<file path="src/rtl/fib_pkg.sv">
// Shared definitions for the sequential Fibonacci engine: state encoding and
// default sizing used by the RTL and its bench.
package fib_pkg;

    typedef enum logic [1:0] {
        FIB_IDLE = 2'd0,
        FIB_CALC = 2'd1,
        FIB_DONE = 2'd2
    } fib_state_t;

    localparam int FIB_WIDTH = 32;
    localparam int FIB_MAX_N = 1000;

endpackage

</file>
<file path="src/rtl/fib_step.sv">
// One Fibonacci recurrence step: unsigned add of two terms with carry-out,
// kept separate so the overflow detection can be shared with other variants.
module fib_step
    import fib_pkg::*;
#(
    parameter int WIDTH = FIB_WIDTH
) (
    input  logic [WIDTH-1:0] a,
    input  logic [WIDTH-1:0] b,
    output logic [WIDTH-1:0] sum,
    output logic             carry
);

    assign {carry, sum} = {1'b0, a} + {1'b0, b};

endmodule

</file>
<file path="src/rtl/fib_seq_engine.sv">
// Multi-cycle Fibonacci generator with valid/ready request and result channels.
// One recurrence step per clock; all outputs are registered.
module fib_seq_engine
    import fib_pkg::*;
#(
    parameter int WIDTH = FIB_WIDTH,
    parameter int MAX_N = FIB_MAX_N
) (
    input  logic             clk,
    input  logic             rst_n,
    input  logic             in_valid,
    output logic             in_ready,
    input  logic [WIDTH-1:0] n,
    output logic             out_valid,
    input  logic             out_ready,
    output logic [WIDTH-1:0] fib,
    output logic             overflow,
    output logic             err
);

    fib_state_t       state, state_nxt;
    logic [WIDTH-1:0] a, b, cnt;
    logic [WIDTH-1:0] sum;
    logic             carry;
    logic             ovf_a, ovf_b;
    logic             accept;
    logic             too_big;

    assign accept  = in_valid & in_ready;
    assign too_big = (n > WIDTH'(MAX_N));

    fib_step #(.WIDTH(WIDTH)) u_step (
        .a     (a),
        .b     (b),
        .sum   (sum),
        .carry (carry)
    );

    // State register.
    always_ff @(posedge clk or negedge rst_n) begin
        if (!rst_n) begin
            state <= FIB_IDLE;
        end else begin
            state <= state_nxt;
        end
    end

    // Next-state logic: out-of-range requests skip the iteration entirely.
    always_comb begin
        state_nxt = state;
        case (state)
            FIB_IDLE: begin
                if (accept) begin
                    state_nxt = too_big ? FIB_DONE : FIB_CALC;
                end
            end
            FIB_CALC: begin
                if (cnt == '0) begin
                    state_nxt = FIB_DONE;
                end
            end
            FIB_DONE: begin
                if (out_valid && out_ready) begin
                    state_nxt = FIB_IDLE;
                end
            end
            default: state_nxt = FIB_IDLE;
        endcase
    end

    // Handshake flags registered from the next state so they track the state
    // register exactly, while in_ready stays low throughout reset.
    always_ff @(posedge clk or negedge rst_n) begin
        if (!rst_n) begin
            in_ready  <= 1'b0;
            out_valid <= 1'b0;
        end else begin
            in_ready  <= (state_nxt == FIB_IDLE);
            out_valid <= (state_nxt == FIB_DONE);
        end
    end

    // Recurrence and result registers; overflow follows the term held in a.
    always_ff @(posedge clk or negedge rst_n) begin
        if (!rst_n) begin
            a        <= '0;
            b        <= '0;
            cnt      <= '0;
            ovf_a    <= 1'b0;
            ovf_b    <= 1'b0;
            fib      <= '0;
            overflow <= 1'b0;
            err      <= 1'b0;
        end else begin
            case (state)
                FIB_IDLE: begin
                    if (accept) begin
                        if (too_big) begin
                            fib      <= '0;
                            err      <= 1'b1;
                            overflow <= 1'b0;
                        end else begin
                            cnt   <= n;
                            a     <= '0;
                            b     <= WIDTH'(1);
                            ovf_a <= 1'b0;
                            ovf_b <= 1'b0;
                        end
                    end
                end
                FIB_CALC: begin
                    if (cnt != '0) begin
                        a     <= b;
                        b     <= sum;
                        ovf_a <= ovf_b;
                        ovf_b <= ovf_b | carry;
                        cnt   <= cnt - WIDTH'(1);
                    end else begin
                        fib      <= a;
                        overflow <= ovf_a;
                        err      <= 1'b0;
                    end
                end
                default: begin
                end
            endcase
        end
    end

endmodule

</file>
<file path="config.mk">
export PLATFORM = sky130hd
export DESIGN_NAME = fib_seq_engine
export DESIGN_NICKNAME = d
export VERILOG_FILES = /design/src/rtl/fib_pkg.sv /design/src/rtl/fib_step.sv /design/src/rtl/fib_seq_engine.sv
export SDC_FILE = /design/constraint.sdc
export NUM_CORES = 1
export LEC_CHECK = 0
export CORE_UTILIZATION = 58
export DETAILED_ROUTE_END_ITERATION = 8
export GPL_ROUTABILITY_DRIVEN = 0
export GPL_TIMING_DRIVEN = 0
export HOLD_SLACK_MARGIN = 0.03
export PLACE_DENSITY = 0.88
export RECOVER_POWER = 100
export SYNTH_ARGS = -nofsm -noshare
export SYNTH_HDL_FRONTEND = slang
export SYNTH_HIERARCHICAL = 1
export SYNTH_SLANG_ARGS = --single-unit
</file>
<file path="constraint.sdc">
create_clock -name clk -period 3.4 [get_ports clk]
set_input_delay 0.51 -clock clk [delete_from_list [all_inputs] [get_ports clk]]
set_output_delay 0.51 -clock clk [all_outputs]
set_load 0.05 [all_outputs]
</file>
==> summary.md, run 1 <==
| Metric | Value |
|---|---|
| Max-Cap Viols | 1 |
| GRT overflow | 0 |
| Synthesis-to-finish area growth | 19.36% |
| Top Ports | 72 |
| CTS tree | yes |
| Synth async-reset ratio | 100.0% |
| RSZ-0062 raised after global routing | false |
| DRC | 0 |
| DP HPWL | 14.92 mm |
| Setup_tns | 0 ns |
| Critical Path RT | 3.72 ns |
| Yosys reg bits | 136 |
| Cells after Synth | 886 |
| Internal power | 2.871 mW |
| Core footprint | 13300 sq um |
| Storage cell area | 3403 sq um |
| Sequential share of the synthesized area | 42.79% |
| Full die area | 14190 sq um |
| Syn nets | 957 |
| Port buffer count | 71 |
| Post-DRT Antenna Nets | 0 |
| Number of max-slew violations in the final report | 47 |
| CTS Buf Count | 17 |
| Setup CP Type | reg2reg |
| Final min period | 2.983 ns |
| HP Class | reg2reg |
| Setup ws final | 0.4167 ns |
| Die H | 119.1 um |
| Startpoint Class | register |
| Pwr Total | 3.749 mW |
| Cell Rows | 42 |
| Crit-path max FO | 10 |
| Post-CTS sizing | 0 |
| Worst Skew | 0.01586 ns |
| Synth cell types | 78 |
| Die W | 119.1 um |
| # diodes | 0 |
| Crit path DAT | 3.30 ns |
| Vias per Instance | 6.431 |
| Final Net Count | 1049 |
| Post-synth EDFFs | 0 |
| Switching Fraction | 23.44% |
| Final Hold Fails | 0 |
| WHS | 0.4813 ns |
| PwrDens | 394.9 nW/um^2 |
| CTS Buffer Depth | 2 |
| Synth area leader | dfrtp_1 |
| Cell Area, Synth | 7954 sq um |
| Pre-CTS setup slack | 0.1679 ns |
| CP endpoint kind | register |
| Failing checks | capacitance limit, slew limit |
| Layout cells sized above 1 | 7.475% |
| Synth area leaders | dfrtp_1 43%, nand2_1 7.7%, ha_1 5.3% |
| Area of the multi-input gates | 4273 sq um |
| H-tree lvl count | 4 |
| Worst hold path depth | 2 |
| P_leak | 3.867 nW |
| Clock root buffer | clkbuf_16 |
| Largest net degree at the start of global routing | 91 |
| Max IR drop VDD | 351.9 uV |
| Final WL | 21.69 mm |
| Sequential Power Share | 44.1% |
| Fmax | 335.2 MHz |
| Avg Inst Size Synth | 8.977 sq um |
| Setup violations, final | 0 |
| Outcome | complete, but fails checks |
| Prevailing post-synth register cell | dfrtp_1 |
| Initial antenna violation count | 0 |
| Vias in the first global route | 7285 |
| Via count | 7499 |
| Clock Power Share | 49.0% |
| Worst r2r path cells | 6 |
| Final Cycle Share | 87.74% |
| FILL cells | 958 |
| 1st-iter DRT viols | 654 |
| Worst skew pair latency | 0.44 ns |
| NetSw | 0.8787 mW |
| GRT Total Usage | 32.32% |
| Measured slew at the worst slew-check pin | 2.079 ns |
| Slew margin rel. | -38.63% |
| Routed WL per cell | 18.60 um |
| Initial Util | 59.82% |
| Clock-pin slew on the worst setup and hold paths | 0.06 ns |
| Yosys top cell area share | 42.79% |
| DP Area | 8914 sq um |
| CTS Sinks | 136 |
| YS warnings | 6 |
| First-pass GRT wire length | 35.92 mm |
| Final Instance Area | 9494 sq um |
| Top cells by count, synth | 164 x nand2_1, 136 x dfrtp_1, 85 x nand3_1, 53 x a21oi_1, 42 x nor2_1 |
| Combinational power share | 6.8% |
| Pre-Repair DR Iteration Count | 6 |
| Most common cell in the netlist | nand2_1 |
[metal layers]
layer | vias up | GRT usage [%] | wire length, um
met2 | 327 | 50.18 | 10070
li1 | 3464 | - | -
met1 | 3627 | 41.74 | 9106
met3 | 81 | 7.759 | 1640
met4 | 0 | 17.48 | 873
met5 | - | 0 | 0
[final cells by class]
cell class                      count  share of cell area [%]
Clock buffer                       23                   5.140
Sequential cell                   136                   35.85
Tap cell                          176                   2.319
Buffer                             51                   2.306
Inverter                           13                  0.5140
Multi-Input combinational cell    686                   45.01
Clock inverter                      8                   1.002
Timing Repair Buffer               73                   7.868
[placed cells by master, fill, tap and decap left out, drive strengths merged, types with 10 or more instances in the layout]
cell and n:
a22o 35, nor3 22, a21oi 53, buf 25
clkbuf 50, ha 34, inv 13, o21ai 24
nand3 86, or3 10, nor2 42, dlygate4sd3 39
dfrtp 136, clkdlybuf4s50 32, a31oi 13, and3 13
xor2 11, a21o 13, nand2 164, nor4 19
a211oi 10, xnor2 16
[stage by stage]
stage                     utilization (%)  std cells
after CTS                           71.50       1166
after global placement              66.83       1133
after detailed placement            67.04       1134
final                               71.41       1166
after global routing                71.41       1166
after floorplan                         -        886
[final timing paths]
| check | startpoint | end | slack (ns) |
|---|---|---|---|
| worst max-delay path | cnt[18] | fib[14] | 0.42 |
| worst min-delay path | ovf_b | ovf_a | 0.48 |
| worst max register to register | cnt[18] | fib[14] | 0.42 |
| worst min register to register | ovf_b | ovf_a | 0.48 |
| max in group asynchronous | rst_n | cnt[31] | 0.79 |
| min in group asynchronous | rst_n | b[11] | 1.36 |
[what timing repair did]
action	CTS	global route
endpoints found under the hold margin	46	0
setup buffers	0	0
hold buffers	1	0
[registers in the layout, indices dropped and copies added (netlist names)]
name / cells
overflow: 1
cnt: 32
ovf_b: 1
ovf_a: 1
in_ready: 1
state: 2
err: 1
a: 32
b: 32
fib: 32
out_valid: 1
[power by group through the flow]
stage | sequential, mW | clock, mW | combinational, mW
2_1_floorplan | 1.72 | 0 | 0.0772
3_3_place_gp | 1.68 | 0 | 0.254
3_5_place_dp | 1.68 | 0 | 0.264
4_1_cts | 1.65 | 1.85 | 0.266
5_1_grt | 1.66 | 1.91 | 0.279
6_report | 1.66 | 1.84 | 0.255
[critical path, cell delays in order, from the launching register on]
cell	delay (ns)
dfrtp_1	0.47
nor3_4	0.34
nand4_1	0.38
nor4_4	0.71
nor2_1	0.33
clkbuf_1	0.35
a22o_1	0.27
[cell families (layout without fill, tap and decap cells)]
logic type | Yosys count | after routing | synth area share (%)
AO/OA/AOI/OAI | 221 | 221 | 19.71
multiplexers | 7 | 7 | 0.8810
buffers and inverters | 64 | 168 | 3.492
adder cells (fa/ha/maj) | 35 | 35 | 5.600
flip-flops | 136 | 136 | 42.79
AND/OR/NAND/NOR | 396 | 396 | 24.56
XOR/XNOR | 27 | 27 | 2.973
No activity file was read; power rests on OpenSTA's default activity.
==> run 2, diff against run 1 <==
--- a/config.mk
+++ b/config.mk
@@ -5,10 +5,11 @@
 export SDC_FILE = /design/constraint.sdc
 export NUM_CORES = 1
 export LEC_CHECK = 0
+export CORE_MARGIN = 3
 export CORE_UTILIZATION = 58
 export DETAILED_ROUTE_END_ITERATION = 8
 export GPL_ROUTABILITY_DRIVEN = 0
-export GPL_TIMING_DRIVEN = 0
+export GPL_TIMING_DRIVEN = 1
 export HOLD_SLACK_MARGIN = 0.03
 export PLACE_DENSITY = 0.88
 export RECOVER_POWER = 100
==> summary.md, run 2 (same netlist as run 1, synthesis figures left out) <==
| Metric | Value |
|---|---|
| Levels on crit path | 6 (unchanged) |
| Max incr delay on CP | 0.69 ns (was 0.71 ns) |
| Pwr Total | 3.869 mW (was 3.749 mW) |
| Startpoint Class | register (unchanged) |
| Core footprint | 13350 sq um (was 13300 sq um) |
| Worst Skew | 0.005552 ns (was 0.01586 ns) |
| Critical path's slowest cell | clkbuf_2 (was nor4_4) |
| Setup_tns | 0 ns (unchanged) |
| Crit-path max FO | 37 (was 10) |
| Postcts setup bufs | 0 (unchanged) |
| Die W | 123.1 um (was 119.1 um) |
| Outcome | complete, but fails checks (unchanged) |
| Leading cell types in the layout, fill and taps excluded | 164 x nand2_1, 136 x dfrtp_1, 85 x nand3_1 (unchanged) |
| Top Ports | 72 (unchanged) |
| CTS Buffer Depth | 2 (unchanged) |
| Pre-Repair DR Iteration Count | 6 (unchanged) |
| Vias per Instance | 6.376 (was 6.431) |
| Final Cycle Share | 88.17% (was 87.74%) |
| Post-CTS sizing | 0 (unchanged) |
| Failing checks | capacitance limit, slew limit (unchanged) |
| M3 GR Usage | 6.725% (was 7.759%) |
| Grt peak-use layer | met2 (unchanged) |
| Fmax | 333.6 MHz (was 335.2 MHz) |
| First-pass GRT wire length | 32.82 mm (was 35.92 mm) |
| DP HPWL | 13.11 mm (was 14.92 mm) |
| Port buffer count | 71 (unchanged) |
| Full die area | 15150 sq um (was 14190 sq um) |
| Final Hold Fails | 0 (unchanged) |
| Worst r2r path cells | 6 (unchanged) |
| Cts hold-fix bufs | 0 (was 1) |
| Setup CP Type | reg2reg (unchanged) |
| H-tree lvl count | 4 (unchanged) |
| HP Class | reg2reg (unchanged) |
| Clock root buffer | clkbuf_16 (unchanged) |
| Max IR drop VDD | 377.2 uV (was 351.9 uV) |
| Crit path DAT | 3.30 ns (about the same) |
| # diodes | 0 (unchanged) |
| CP endpoint kind | register (unchanged) |
| Worst skew pair latency | 0.43 ns (was 0.44 ns) |
| Layout cells sized above 1 | 6.716% (was 7.475%) |
| Commonest non-fill, non-tap cell in the layout | nand2_1 (unchanged) |
| 1st-iter DRT viols | 702 (was 654) |
| Max-Cap Viols | 1 (unchanged) |
| CP top delay family | simple AND/OR/NAND/NOR gates (unchanged) |
| Die H | 123.1 um (was 119.1 um) |
| Via count | 7198 (was 7499) |
| Synthesis-to-finish area growth | 17.70% (was 19.36%) |
| Post-DRT Antenna Nets | 0 (unchanged) |
| GRT Total Usage | 27.27% (was 32.32%) |
| Cells along the critical path | nor3_1 > nand4_1 > o31ai_4 > clkbuf_2 > or2_0 > o21ai_0 (was nor3_4 > nand4_1 > nor4_4 > nor2_1 > clkbuf_1 > a22o_1) |
| Worst hold path depth | 1 (was 2) |
| GR Util met2 | 43.25% (was 50.18%) |
| Initial antenna violation count | 0 (unchanged) |
| CTS Sinks | 136 (unchanged) |
| Routed WL per cell | 17.83 um (was 18.60 um) |
| Slew margin rel. | -52.64% (was -38.63%) |
| RSZ-0062 raised after global routing | false (unchanged) |
| CTS tree | yes (unchanged) |
| GRT overflow | 0 (unchanged) |
| Final Net Count | 1011 (was 1049) |
| Initial Util | 59.59% (was 59.82%) |
| Cell Rows | 42 (unchanged) |
| DRC | 0 (unchanged) |
| Setup violations, final | 0 (unchanged) |
| Critical Path Start | cnt[8] (was cnt[18]) |
| Vias in the first global route | 6738 (was 7285) |
| Worst flop-to-flop path startpoint | cnt[8] (was cnt[18]) |
| Final min period | 2.998 ns (was 2.983 ns) |
| Met1 usage | 36.84% (was 41.74%) |
| CTS Buf Count | 17 (unchanged) |
| P_leak | 3.805 nW (was 3.867 nW) |
| Final WL | 20.13 mm (was 21.69 mm) |
| Clock-pin slew on the worst setup and hold paths | 0.06 ns (about the same) |
| Number of max-slew violations in the final report | 92 (was 47) |
| Critical Path RT | 3.70 ns (was 3.72 ns) |
| CP Buf/Inv Count | 1 (unchanged) |
| Largest net degree at the start of global routing | 92 (was 91) |
| R2r setup slk | 0.40 ns (was 0.42 ns) |
| PwrDens | 413.3 nW/um^2 (was 394.9 nW/um^2) |
| Hold Crit Start | fib[10] (was ovf_b) |
| Measured slew at the worst slew-check pin | 2.290 ns (was 2.079 ns) |
-- run 2: cell count changes in the layout (fill, tap and decap cells not counted), moves of 2 or more --
cell       previous run  this run
clkbuf_1             29         7
buf_2                16         0
buf_4                 0         9
buf_1                 7         0
bufinv_16             2         4
clkbuf_2              0         2
nor3_1               18        20
nor3_2                3         1
-- run 2: final timing paths --
| check | endpoint |
|---|---|
| hold reg to reg | fib[10] |
| setup / recovery | cnt[22] |
| setup reg to reg | cnt[22] |
| hold / removal | fib[10] |
| max in group asynchronous | a[28] |
| min in group asynchronous | fib[8] |
-- run 2: worst register-to-register path, stage by stage, from the launching register on --
cell	delay [ns]
dfrtp_1	0.47
nor3_1	0.42
nand4_1	0.46
o31ai_4	0.49
clkbuf_2	0.69
or2_0	0.25
o21ai_0	0.10
-- run 2: final cells by class --
class | count | area [sq um]
fillers | 1037 | 3986
well taps | 176 | 220.2
repair buffers | 86 | 817.0
clock buffers | 24 | 481.7
inverters | 13 | 48.80
multi-input cells | 686 | 4248
clock inverters | 8 | 142.6
flip-flops and latches | 136 | 3403
-- run 2: power breakdown --
group          total [mW]  switching, mW  internal [mW]
registers            1.65         0.0159           1.64
logic               0.258          0.170         0.0881
clock network        1.96          0.675           1.28
-- run 2: metal layers --
metal  wire length [um]  vias to the layer above  part of all wire (%)
met5                  0                        -                     0
met4                434                        0                   2.2
met3               1284                       56                   6.4
met2               9378                      320                    47
met1               9030                     3442                    45
li1                   -                     3380                     -
-- run 2: per-stage QoR --
stage	setup WS [ns]	cells	hold WS [ns]	area [sq um]	util (%)
after floorplan	1.016	886	0.2144	7954	-
after global routing	0.2566	1129	0.5052	9361	70.14
after global placement	0.7381	1097	0.4772	8806	65.97
final	0.4022	1129	0.4891	9361	70.14
after detailed placement	0.6900	1097	0.4801	8806	65.97
after CTS	0.7010	1129	0.2024	9430	70.65
==> run 3, diff against run 2 <==
--- a/config.mk
+++ b/config.mk
@@ -11,7 +11,7 @@
 export GPL_ROUTABILITY_DRIVEN = 0
 export GPL_TIMING_DRIVEN = 1
 export HOLD_SLACK_MARGIN = 0.03
-export PLACE_DENSITY = 0.88
+export PLACE_DENSITY = 0.83
 export RECOVER_POWER = 100
 export SYNTH_ARGS = -nofsm -noshare
 export SYNTH_HDL_FRONTEND = slang
==> summary.md, run 3 (same netlist as run 1, synthesis figures left out) <==
| Metric | Value |
|---|---|
| DP HPWL | 13.41 mm (was 13.11 mm) |
| Reg-to-reg endpoint | a[20] (was cnt[22]) |
| GRT overflow | 0 (unchanged) |
| Final Net Count | 1011 (unchanged) |
| CTS Sinks | 136 (unchanged) |
| Vias per Instance | 6.367 (was 6.376) |
| Cells along the critical path | nor3_2 > nand4_1 > o31ai_4 > buf_12 > clkbuf_2 > nand3_1 > nand2_1 (was nor3_1 > nand4_1 > o31ai_4 > clkbuf_2 > or2_0 > o21ai_0) |
| Max IR drop VDD | 299.6 uV (was 377.2 uV) |
| Critical Path RT | 3.77 ns (was 3.70 ns) |
| Critical path's slowest cell | o31ai_4 (was clkbuf_2) |
| Worst hold path depth | 1 (unchanged) |
| HP Class | reg2reg (unchanged) |
| Slew margin rel. | -63.80% (was -52.64%) |
| Routed WL per cell | 17.50 um (was 17.83 um) |
| Leading cell types in the layout, fill and taps excluded | 164 x nand2_1, 136 x dfrtp_1, 85 x nand3_1 (unchanged) |
| Measured slew at the worst slew-check pin | 2.457 ns (was 2.290 ns) |
| PwrDens | 405.8 nW/um^2 (was 413.3 nW/um^2) |
| DRC | 0 (unchanged) |
| Max-Cap Viols | 1 (unchanged) |
| CP endpoint kind | register (unchanged) |
| Hold Crit Start | fib[31] (was fib[10]) |
| Die H | 123.1 um (unchanged) |
| Final Cycle Share | 88.69% (was 88.17%) |
| Setup_tns | 0 ns (unchanged) |
| Worst skew pair latency | 0.44 ns (was 0.43 ns) |
| CTS Buf Count | 17 (unchanged) |
| GRT Total Usage | 27.69% (was 27.27%) |
| Cell Rows | 42 (unchanged) |
| Fmax | 331.6 MHz (was 333.6 MHz) |
| Setup CP Type | reg2reg (unchanged) |
| Postcts setup bufs | 0 (unchanged) |
| Outcome | complete, but fails checks (unchanged) |
| Pre-Repair DR Iteration Count | 7 (was 6) |
| CTS tree | yes (unchanged) |
| Worst Skew | 0.008351 ns (was 0.005552 ns) |
| Port buffer count | 71 (unchanged) |
| 1st-iter DRT viols | 868 (was 702) |
| Largest net degree at the start of global routing | 82 (was 92) |
| Failing checks | capacitance limit, slew limit (unchanged) |
| Layout cells sized above 1 | 6.611% (was 6.716%) |
| RSZ-0062 raised after global routing | false (unchanged) |
| Synthesis-to-finish area growth | 17.24% (was 17.70%) |
| P_leak | 3.783 nW (was 3.805 nW) |
| Core footprint | 13350 sq um (unchanged) |
| Top Ports | 72 (unchanged) |
| Hold Path Sink | fib[31] (was fib[10]) |
| Number of max-slew violations in the final report | 57 (was 92) |
| Worst r2r path cells | 7 (was 6) |
| Vias in the first global route | 6832 (was 6738) |
| Setup violations, final | 0 (unchanged) |
| Clock root buffer | clkbuf_16 (unchanged) |
| Clock-pin slew on the worst setup and hold paths | 0.06 ns (about the same) |
| Startpoint Class | register (unchanged) |
| Initial Util | 59.59% (unchanged) |
| R2r setup slk | 0.38 ns (was 0.40 ns) |
| # diodes | 0 (unchanged) |
| Pre-CTS setup slack | 0.6240 ns (was 0.6900 ns) |
| Max incr delay on CP | 0.68 ns (was 0.69 ns) |
| Post-CTS sizing | 0 (unchanged) |
| Worst flop-to-flop path startpoint | cnt[8] (unchanged) |
| Crit-path max FO | 44 (was 37) |
| Setup ws final | 0.3847 ns (was 0.4022 ns) |
| Full die area | 15150 sq um (unchanged) |
| First-pass GRT wire length | 33.53 mm (was 32.82 mm) |
| Commonest non-fill, non-tap cell in the layout | nand2_1 (unchanged) |
| Final WL | 19.76 mm (was 20.13 mm) |
| CTS Buffer Depth | 2 (unchanged) |
| Crit path DAT | 3.39 ns (was 3.30 ns) |
| Final min period | 3.015 ns (was 2.998 ns) |
| Initial antenna violation count | 0 (unchanged) |
| Final Hold Fails | 0 (unchanged) |
| Post-DRT Antenna Nets | 0 (unchanged) |
| Die W | 123.1 um (unchanged) |
| H-tree lvl count | 4 (unchanged) |
| Via count | 7188 (was 7198) |
| Cts hold-fix bufs | 0 (unchanged) |
## run 3: cell count changes in the layout (fill, tap and decap cells not counted), sizes merged, moves of 2 or more
cell / before / now
buf: 10 / 8
clkbuf: 30 / 25
clkinv: 3 / 5
bufinv: 4 / 2
inv: 13 / 18
## run 3: worst max-delay path: cells and delay by family (launching register included)
| family | cells | cell delay, ns |
|---|---|---|
| simple gates | 4 | 1.01 |
| compound gates | 1 | 0.68 |
| flops | 1 | 0.46 |
| buf+inv | 2 | 0.78 |
## run 3: how the worst max path moves through the flow
stage               slack, ns    from       to  cells past startpoint
finish                   0.38  cnt[8]    a[20]                      7
global placement         0.69   n[23]  cnt[17]                      6
CTS                      0.61    a[0]    b[28]                     10
global route             0.17  cnt[8]    a[21]                      7
detailed placement       0.62    a[0]    b[28]                     10
floorplan                1.02    a[0]    b[28]                     10
## run 3: routing by layer
metal | global-route usage (%) | up-vias | part of all wire (%)
li1 | - | 3388 | -
met1 | 38.66 | 3487 | 45
met2 | 43.35 | 270 | 47
met3 | 5.535 | 43 | 5.1
met4 | 9.481 | 0 | 2.4
met5 | 0 | - | 0
## run 3: metrics by stage
stage               cells  area [sq um]  hold slack (ns)  power [mW]  utilization (%)
finish               1129          9325           0.4909       3.784            69.86
global route         1129          9325           0.5091       3.903            69.86
detailed placement   1097          8818           0.4850       1.949            66.07
global placement     1097          8818           0.4749       1.947            66.07
floorplan             886          7954           0.2144       1.801                -
CTS                  1129          9420          0.04202       3.831            70.58
## run 3: power breakdown
| part | total (mW) | switching (mW) | internal, mW |
|---|---|---|---|
| Clock | 1.89 | 0.773 | 1.11 |
| Sequential | 1.65 | 0.0173 | 1.64 |
| Combinational | 0.243 | 0.161 | 0.0815 |
| Total | 3.78 | 0.951 | 2.83 |
## run 3: layout make-up
| type | count | area (sq um) |
|---|---|---|
| multi-input combinational | 686 | 4235 |
| tap | 176 | 220.2 |
| clock inverter | 14 | 162.7 |
| sequential | 136 | 3403 |
| inverter | 13 | 48.80 |
| fill | 1111 | 4023 |
| timing repair buffer | 86 | 815.8 |
| clock buffer | 18 | 439.2 |
